[src/rtl/tile_pkg.sv]
// Shared types and helpers for the multi-channel tile spawner:
// channel state encoding, LFSR constants and the random-to-range mapping.
package tile_pkg;

   typedef enum logic [1:0] {
      IDLE    = 2'd0,
      WAITING = 2'd1,
      ARMED   = 2'd2,
      MOVING  = 2'd3
   } tile_state_t;

   localparam logic [15:0] LFSR_TAPS    = 16'hB400;
   localparam logic [15:0] LFSR_DEFAULT = 16'hACE1;

   function automatic logic [15:0] lfsr_step(input logic [15:0] v);
      lfsr_step = {1'b0, v[15:1]} ^ (v[0] ? LFSR_TAPS : 16'h0000);
   endfunction

   function automatic logic [15:0] rotl16(input logic [15:0] v, input int n);
      logic [31:0] d;
      d = {v, v} << n;
      rotl16 = d[31:16];
   endfunction

   // min + floor(r * span / 2^16); the product fits comfortably in 32 bits,
   // so the result can never leave [min, max].
   function automatic int range_map(input logic [15:0] r, input int min, input int max);
      logic [31:0] span;
      logic [31:0] prod;
      span = 32'(max - min + 1);
      prod = {16'h0000, r} * span;
      range_map = min + int'(prod >> 16);
   endfunction

endpackage

[src/rtl/tile_channel_fsm.sv]
// One tile channel: IDLE/WAITING/ARMED/MOVING state machine, wait counter
// and the attribute latches captured on every entry to WAITING.
module tile_channel_fsm #(
   parameter int COORD_W    = 11,
   parameter int MIN_X      = 0,
   parameter int MAX_X      = 500,
   parameter int MIN_W      = 32,
   parameter int MAX_W      = 640,
   parameter int MIN_H      = 32,
   parameter int MAX_H      = 480,
   parameter int MIN_WAIT   = 1,
   parameter int MAX_WAIT   = 40,
   parameter int NUM_COLORS = 7,
   parameter int Y_OFFSET   = 32
) (
   input  logic                      clk,
   input  logic                      rst_n,
   input  logic [15:0]               r,
   input  logic                      tick,
   input  logic                      freeze,
   input  logic                      start,
   input  logic                      end_level,
   input  logic                      exceed,
   input  logic                      grant,
   output logic                      req,
   output logic [1:0]                state,
   output logic signed [COORD_W-1:0] x,
   output logic signed [COORD_W-1:0] y,
   output logic signed [COORD_W-1:0] w,
   output logic signed [COORD_W-1:0] h,
   output logic [2:0]                color
);
   import tile_pkg::*;

   tile_state_t               state_q, state_d;
   logic                      enter_wait;
   logic [7:0]                cnt_q;
   logic signed [COORD_W-1:0] x_q, y_q, w_q, h_q;
   logic [2:0]                color_q;

   always_comb begin
      state_d    = state_q;
      enter_wait = 1'b0;
      if (end_level) begin
         state_d = IDLE;
      end else begin
         case (state_q)
            IDLE: begin
               if (start) begin
                  state_d    = WAITING;
                  enter_wait = 1'b1;
               end
            end
            WAITING: begin
               if (cnt_q == 8'd0) state_d = ARMED;
            end
            ARMED: begin
               if (grant) state_d = MOVING;
            end
            MOVING: begin
               if (exceed) begin
                  state_d    = WAITING;
                  enter_wait = 1'b1;
               end
            end
            default: state_d = IDLE;
         endcase
      end
   end

   always_ff @(posedge clk or negedge rst_n) begin
      if (!rst_n) begin
         state_q <= IDLE;
         cnt_q   <= '0;
         x_q     <= '0;
         y_q     <= '0;
         w_q     <= '0;
         h_q     <= '0;
         color_q <= '0;
      end else begin
         state_q <= state_d;
         if (enter_wait) begin
            x_q     <= COORD_W'(range_map(r, MIN_X, MAX_X));
            w_q     <= COORD_W'(range_map(r, MIN_W, MAX_W));
            h_q     <= COORD_W'(range_map(r, MIN_H, MAX_H));
            y_q     <= COORD_W'(Y_OFFSET - range_map(r, MIN_H, MAX_H));
            // Colour and wait use one byte each, scaled up to a 16-bit fraction.
            color_q <= 3'(range_map({r[15:8], 8'h00}, 0, NUM_COLORS - 1));
            cnt_q   <= 8'(range_map({r[7:0], 8'h00}, MIN_WAIT, MAX_WAIT));
         end else if (state_q == WAITING && cnt_q != 8'd0 && tick && !freeze) begin
            cnt_q <= cnt_q - 8'd1;
         end
      end
   end

   // req is held for as long as the channel is ARMED; grant is a
   // single-cycle acceptance that moves it to MOVING on the same edge.
   assign req   = (state_q == ARMED);
   assign state = state_q;
   assign x     = x_q;
   assign y     = y_q;
   assign w     = w_q;
   assign h     = h_q;
   assign color = color_q;

endmodule

[src/rtl/tile_spawner_multi.sv]
// Multi-channel background tile spawner: shared LFSR, fixed-priority grant
// under a global visibility cap, and packing of per-channel attributes.
module tile_spawner_multi #(
   parameter int NUM_TILES   = 4,
   parameter int COORD_W     = 11,
   parameter int MIN_X       = 0,
   parameter int MAX_X       = 500,
   parameter int MIN_W       = 32,
   parameter int MAX_W       = 640,
   parameter int MIN_H       = 32,
   parameter int MAX_H       = 480,
   parameter int MIN_WAIT    = 1,
   parameter int MAX_WAIT    = 40,
   parameter int NUM_COLORS  = 7,
   parameter int MAX_VISIBLE = 2,
   parameter int Y_OFFSET    = 32
) (
   input  logic                           clk,
   input  logic                           resetN,
   input  logic                           startOfLevel,
   input  logic                           endLevel,
   input  logic                           oneTensSec,
   input  logic                           freeze,
   input  logic [15:0]                    seed,
   input  logic [NUM_TILES-1:0]           exceed,
   output logic [NUM_TILES-1:0]           visible,
   output logic [NUM_TILES-1:0]           loadAttributes,
   output logic [NUM_TILES*COORD_W-1:0]   topLeftX,
   output logic [NUM_TILES*COORD_W-1:0]   topLeftY,
   output logic [NUM_TILES*COORD_W-1:0]   rectWidth,
   output logic [NUM_TILES*COORD_W-1:0]   rectHeight,
   output logic [NUM_TILES*3-1:0]         colorCode,
   output logic [3:0]                     activeCount,
   output logic [NUM_TILES*2-1:0]         state_dbg
);
   import tile_pkg::*;

   logic [15:0]          lfsr_q, lfsr_cur, seed_eff;
   logic                 all_idle, load_seed, found;
   logic [NUM_TILES-1:0] req, grant;

   always_comb begin
      all_idle = 1'b1;
      for (int i = 0; i < NUM_TILES; i++) begin
         if (state_dbg[2*i +: 2] != IDLE) all_idle = 1'b0;
      end
   end

   // On a seeded start the channels draw from the seed itself, so the first
   // attributes of a level depend only on the seed, not on when it started.
   assign seed_eff  = (seed == 16'h0000) ? LFSR_DEFAULT : seed;
   assign load_seed = startOfLevel && all_idle;
   assign lfsr_cur  = load_seed ? seed_eff : lfsr_q;

   always_ff @(posedge clk or negedge resetN) begin
      if (!resetN) lfsr_q <= LFSR_DEFAULT;
      else         lfsr_q <= lfsr_step(lfsr_cur);
   end

   always_comb begin
      activeCount = '0;
      for (int i = 0; i < NUM_TILES; i++) begin
         activeCount = activeCount + {3'b000, visible[i]};
      end
   end

   always_comb begin
      grant = '0;
      found = 1'b0;
      if (!freeze && activeCount < 4'(MAX_VISIBLE)) begin
         for (int i = 0; i < NUM_TILES; i++) begin
            if (req[i] && !found) begin
               grant[i] = 1'b1;
               found    = 1'b1;
            end
         end
      end
   end

   for (genvar i = 0; i < NUM_TILES; i++) begin : g_ch
      localparam int ROT = (3 * i) % 16;
      logic [15:0] r;
      assign r = rotl16(lfsr_cur, ROT);

      tile_channel_fsm #(
         .COORD_W   (COORD_W),
         .MIN_X     (MIN_X),
         .MAX_X     (MAX_X),
         .MIN_W     (MIN_W),
         .MAX_W     (MAX_W),
         .MIN_H     (MIN_H),
         .MAX_H     (MAX_H),
         .MIN_WAIT  (MIN_WAIT),
         .MAX_WAIT  (MAX_WAIT),
         .NUM_COLORS(NUM_COLORS),
         .Y_OFFSET  (Y_OFFSET)
      ) u_ch (
         .clk      (clk),
         .rst_n    (resetN),
         .r        (r),
         .tick     (oneTensSec),
         .freeze   (freeze),
         .start    (startOfLevel),
         .end_level(endLevel),
         .exceed   (exceed[i]),
         .grant    (grant[i]),
         .req      (req[i]),
         .state    (state_dbg[2*i +: 2]),
         .x        (topLeftX[i*COORD_W +: COORD_W]),
         .y        (topLeftY[i*COORD_W +: COORD_W]),
         .w        (rectWidth[i*COORD_W +: COORD_W]),
         .h        (rectHeight[i*COORD_W +: COORD_W]),
         .color    (colorCode[i*3 +: 3])
      );

      assign visible[i]        = (state_dbg[2*i +: 2] == MOVING);
      assign loadAttributes[i] = (state_dbg[2*i +: 2] == WAITING) ||
                                 (state_dbg[2*i +: 2] == ARMED);
   end

endmodule
[config.mk]
export PLATFORM = sky130hd
export DESIGN_NAME = tile_spawner_multi
export DESIGN_NICKNAME = d
export VERILOG_FILES = /design/src/rtl/tile_pkg.sv /design/src/rtl/tile_channel_fsm.sv /design/src/rtl/tile_spawner_multi.sv
export SDC_FILE = /design/constraint.sdc
export NUM_CORES = 1
export LEC_CHECK = 0
export BUFFER_PORTS_ARGS = -buffer_cell sky130_fd_sc_hd__clkbuf_2
export CORE_MARGIN = 1.5
export CORE_UTILIZATION = 55
export CTS_CLUSTER_SIZE = 14
export DETAILED_ROUTE_END_ITERATION = 12
export PLACE_DENSITY = 0.76
export SLEW_MARGIN = 20
export SYNTH_ARGS = -nofsm -noshare
export SYNTH_HDL_FRONTEND = slang
export SYNTH_HIERARCHICAL = 1
export SYNTH_SLANG_ARGS = --single-unit
[constraint.sdc]
create_clock -name clk -period 8.7 [get_ports clk]
set_input_delay 0.435 -clock clk [delete_from_list [all_inputs] [get_ports clk]]
set_output_delay 0.435 -clock clk [all_outputs]
set_load 0.005 [all_outputs]
==> metrics <==
outcome completed; die area about 71,000 um^2; Yosys reg bits about 230; Critical Path Sink g_ch[2].u_ch/y[8]; relative slew slack 34.0%; hpwl dp 71,000 um; Synth area leader ha_1; Synth Flop Type dfrtp_1; Longest Clk Path Bufs 3; crit path DAT 8310 ps; most common cell in the netlist inv_1; chip height ~270 um; Starting Density 55.6%; Tmin final around 8000 ps; Post-Syn Area between 30,000 and 40,000 um^2; Buf/Inv on CP 6; CTS Sinks 228; Vias/cell about 5.3; Routed WL per cell between 15 and 20 um; worst slew pin tran approximately 980 ps; setup bufs post-CTS 0; Critical Path RT slightly above 9000 ps; Hold Fails Final Rpt 0; first-pass GRT wire length 144,000 um; Post-DRT Antenna Nets 0; post-synth top area share 26.0%; clock skew roughly 18 ps; initial antenna violation count 2; Skew-Pair Late Insertion Delay roughly 600 ps; Post-synth EDFFs 0; maxcap violations 0; Netlist cell types between 100 and 150; routed vias around 28,000; Fin Hold WS 164 ps; DRC violations left 0; Top Ports between 200 and 250; total number of yosys warnings 6; CP max-delay cell mux2_2; register area share after synthesis between 10 and 15%; PortBufs 220; Hold Path Class primary input to flip-flop; synth cell count leaders inv_1, ha_1, fa_1, nand2_1, dfrtp_1; Overflow after GRT 0; Iter 0 DRT Violations ~1,500; Setup crit start kind flip-flop; Final setup viols 0; critical path type flip-flop to flip-flop; CP endpoint kind flip-flop; PostCTS Resize Cnt 0; vias in the first global route a little under 30,000; Post-Synthesis Cells approximately 4,200; setup TNS 0 ps; Worst Setup SP g_ch[2].u_ch/state[0]; Fmax ~130 MHz; Tcrit/Tclk final between 90% and 100%; Clk pin slew, worst setup/hold paths 60 ps; hold_buf cts 1; CP peak stage delay approximately 700 ps; GRT Total Usage 25.2%; FF-to-FF setup slack about 830 ps; Design Area, Final ~42,000 um^2; row count 96; Avg Inst Size Synth a little over 9 um^2; Post-Route WL slightly below 90,000 um; DR pass1 iterations 5; Core ar. 68,700 um^2; P&R area growth vs syn 8.60%; largest net degree at the start of global routing ~150; Post-layout nets 5,628; H-tree depth 1; Root Buffer clkbuf_16; unrepaired setup endpoints after global routing no; CTS tree built; Max Slew Vio Count 0; CTS Buf Count 28; CP max FO 17; synth top area cells ha_1, fa_1, dfrtp_1; Reg2Reg Depth 26; delay-heaviest family, CP adder cells; FF-to-FF Start g_ch[2].u_ch/state[0]; Levels on crit path 26; ys async rst share 100%; placed cell area between 40,000 and 50,000 um^2; Worst R2R End g_ch[2].u_ch/y[8]; layout cells sized above 1 under 10%; Die X between 200 and 300 um; gpl congestion between 0.9 and 1
-- worst reg2reg max path, delay by kind of cell, from the launching register on --
kind / cells / cell delay [ps]
AND/OR/NAND/NOR: 4 / 900
adder cells (fa/ha/maj): 7 / 2560
flip-flops: 1 / 470
multiplexers: 1 / 680
buffers and inverters: 6 / 860
XOR/XNOR: 1 / 490
AO/OA/AOI/OAI: 7 / 1780
-- stage by stage --
step / setup slack, ps / util (%) / std cells
2_1_floorplan: 97.9 / - / 4212
3_3_place_gp: 1120 / 58.9 / 5314
3_5_place_dp: 860 / 58.9 / 5314
4_1_cts: 860 / 60.4 / 5367
5_1_grt: 287 / 60.4 / 5368
6_report: 833 / 60.4 / 5370
-- how the worst min path moves through the flow --
stage | startpoint | to | slack (ps) | cells after the start
6_report | seed[11] | lfsr_q[10] | 160 | 3
2_1_floorplan | resetN | g_ch[0].u_ch/cnt_q[0] | 140 | 0
3_3_place_gp | g_ch[0].u_ch/w[2] | g_ch[0].u_ch/w[2] | 450 | 2
4_1_cts | seed[11] | lfsr_q[10] | 130 | 3
3_5_place_dp | g_ch[0].u_ch/w[2] | g_ch[0].u_ch/w[2] | 460 | 2
5_1_grt | seed[11] | lfsr_q[10] | 170 | 3
-- area by class of cell --
class	instances	area (um^2)
fillers	5873	27200
diodes	3	7.51
well taps	931	1160
clock buffers	38	800
clock inverters	14	205
inverters	1095	4120
repair buffers	259	1430
multi-input cells	2802	28100
flip-flops and latches	228	5720
-- sequential cells by signal, summed over array words and instances, names as in the netlist --
signal and cells:
g_ch.u_ch/h 36, g_ch.u_ch/cnt_q 32, g_ch.u_ch/x 36, g_ch.u_ch/y 44
g_ch.u_ch/w 44, g_ch.u_ch/state 8, lfsr_q 16, g_ch.u_ch/color 12
-- per-layer routing --
metal | track usage (%) | vias up | share of wire, %
met5 | 0 | - | 0
met4 | 6.17 | 0 | 2.2
met3 | 4.78 | 98 | 7.0
met2 | 41.6 | 630 | 46
met1 | 34.0 | 13755 | 45
li1 | - | 13994 | -
-- cell families (layout without fill, tap and decap cells) --
kind of cell             after synthesis  count (layout)  share of synthesized area (%)
XOR/XNOR                             206             206                           4.83
AO/OA/AOI/OAI                        655             655                           11.7
buffers and inverters               1182            1406                           12.0
adder cells (fa/ha/maj)             1189            1189                           46.6
multiplexers                          27              27                          0.753
flip-flops                           228             228                           14.9
other                                  5              16                         0.0491
AND/OR/NAND/NOR                      712             712                           9.07
-- layout by cell type, fill, tap and decap left out, types with 9 or more instances in the layout --
| master | netlist | routed |
|---|---|---|
| dfrtp_1 | 220 | 220 |
| clkbuf_2 | 1 | 219 |
| xor2_1 | 89 | 89 |
| and2_1 | 16 | 16 |
| conb_1 | 5 | 13 |
| a31oi_1 | 35 | 35 |
| o21ai_0 | 197 | 189 |
| o21bai_1 | 14 | 14 |
| nor2b_1 | 13 | 13 |
| clkbuf_16 | 0 | 29 |
| o21ai_1 | 17 | 17 |
| nand2_1 | 295 | 295 |
| o211ai_1 | 15 | 15 |
| or2_2 | 16 | 16 |
| nor3_1 | 36 | 32 |
| a211oi_1 | 19 | 19 |
| a211o_1 | 10 | 10 |
| a21o_1 | 56 | 56 |
| a21oi_1 | 118 | 118 |
| fa_1 | 393 | 393 |
| nor4_1 | 14 | 14 |
| o31ai_1 | 17 | 17 |
| and4_1 | 9 | 9 |
| ha_1 | 795 | 795 |
| o21a_1 | 21 | 21 |
| buf_4 | 17 | 36 |
| nand4_1 | 23 | 23 |
| mux2_2 | 14 | 14 |
| nand2b_1 | 10 | 10 |
| xnor2_1 | 113 | 113 |
| mux2i_1 | 13 | 13 |
| and3_1 | 26 | 26 |
| nor2_1 | 118 | 118 |
| nand3_1 | 54 | 53 |
| or3_1 | 22 | 18 |
| inv_1 | 1094 | 1094 |
| nand3b_1 | 9 | 9 |
Power is left out: the tool's default activity adds up to more than one toggle a clock period on the data nets, which glitch-free logic cannot reach.
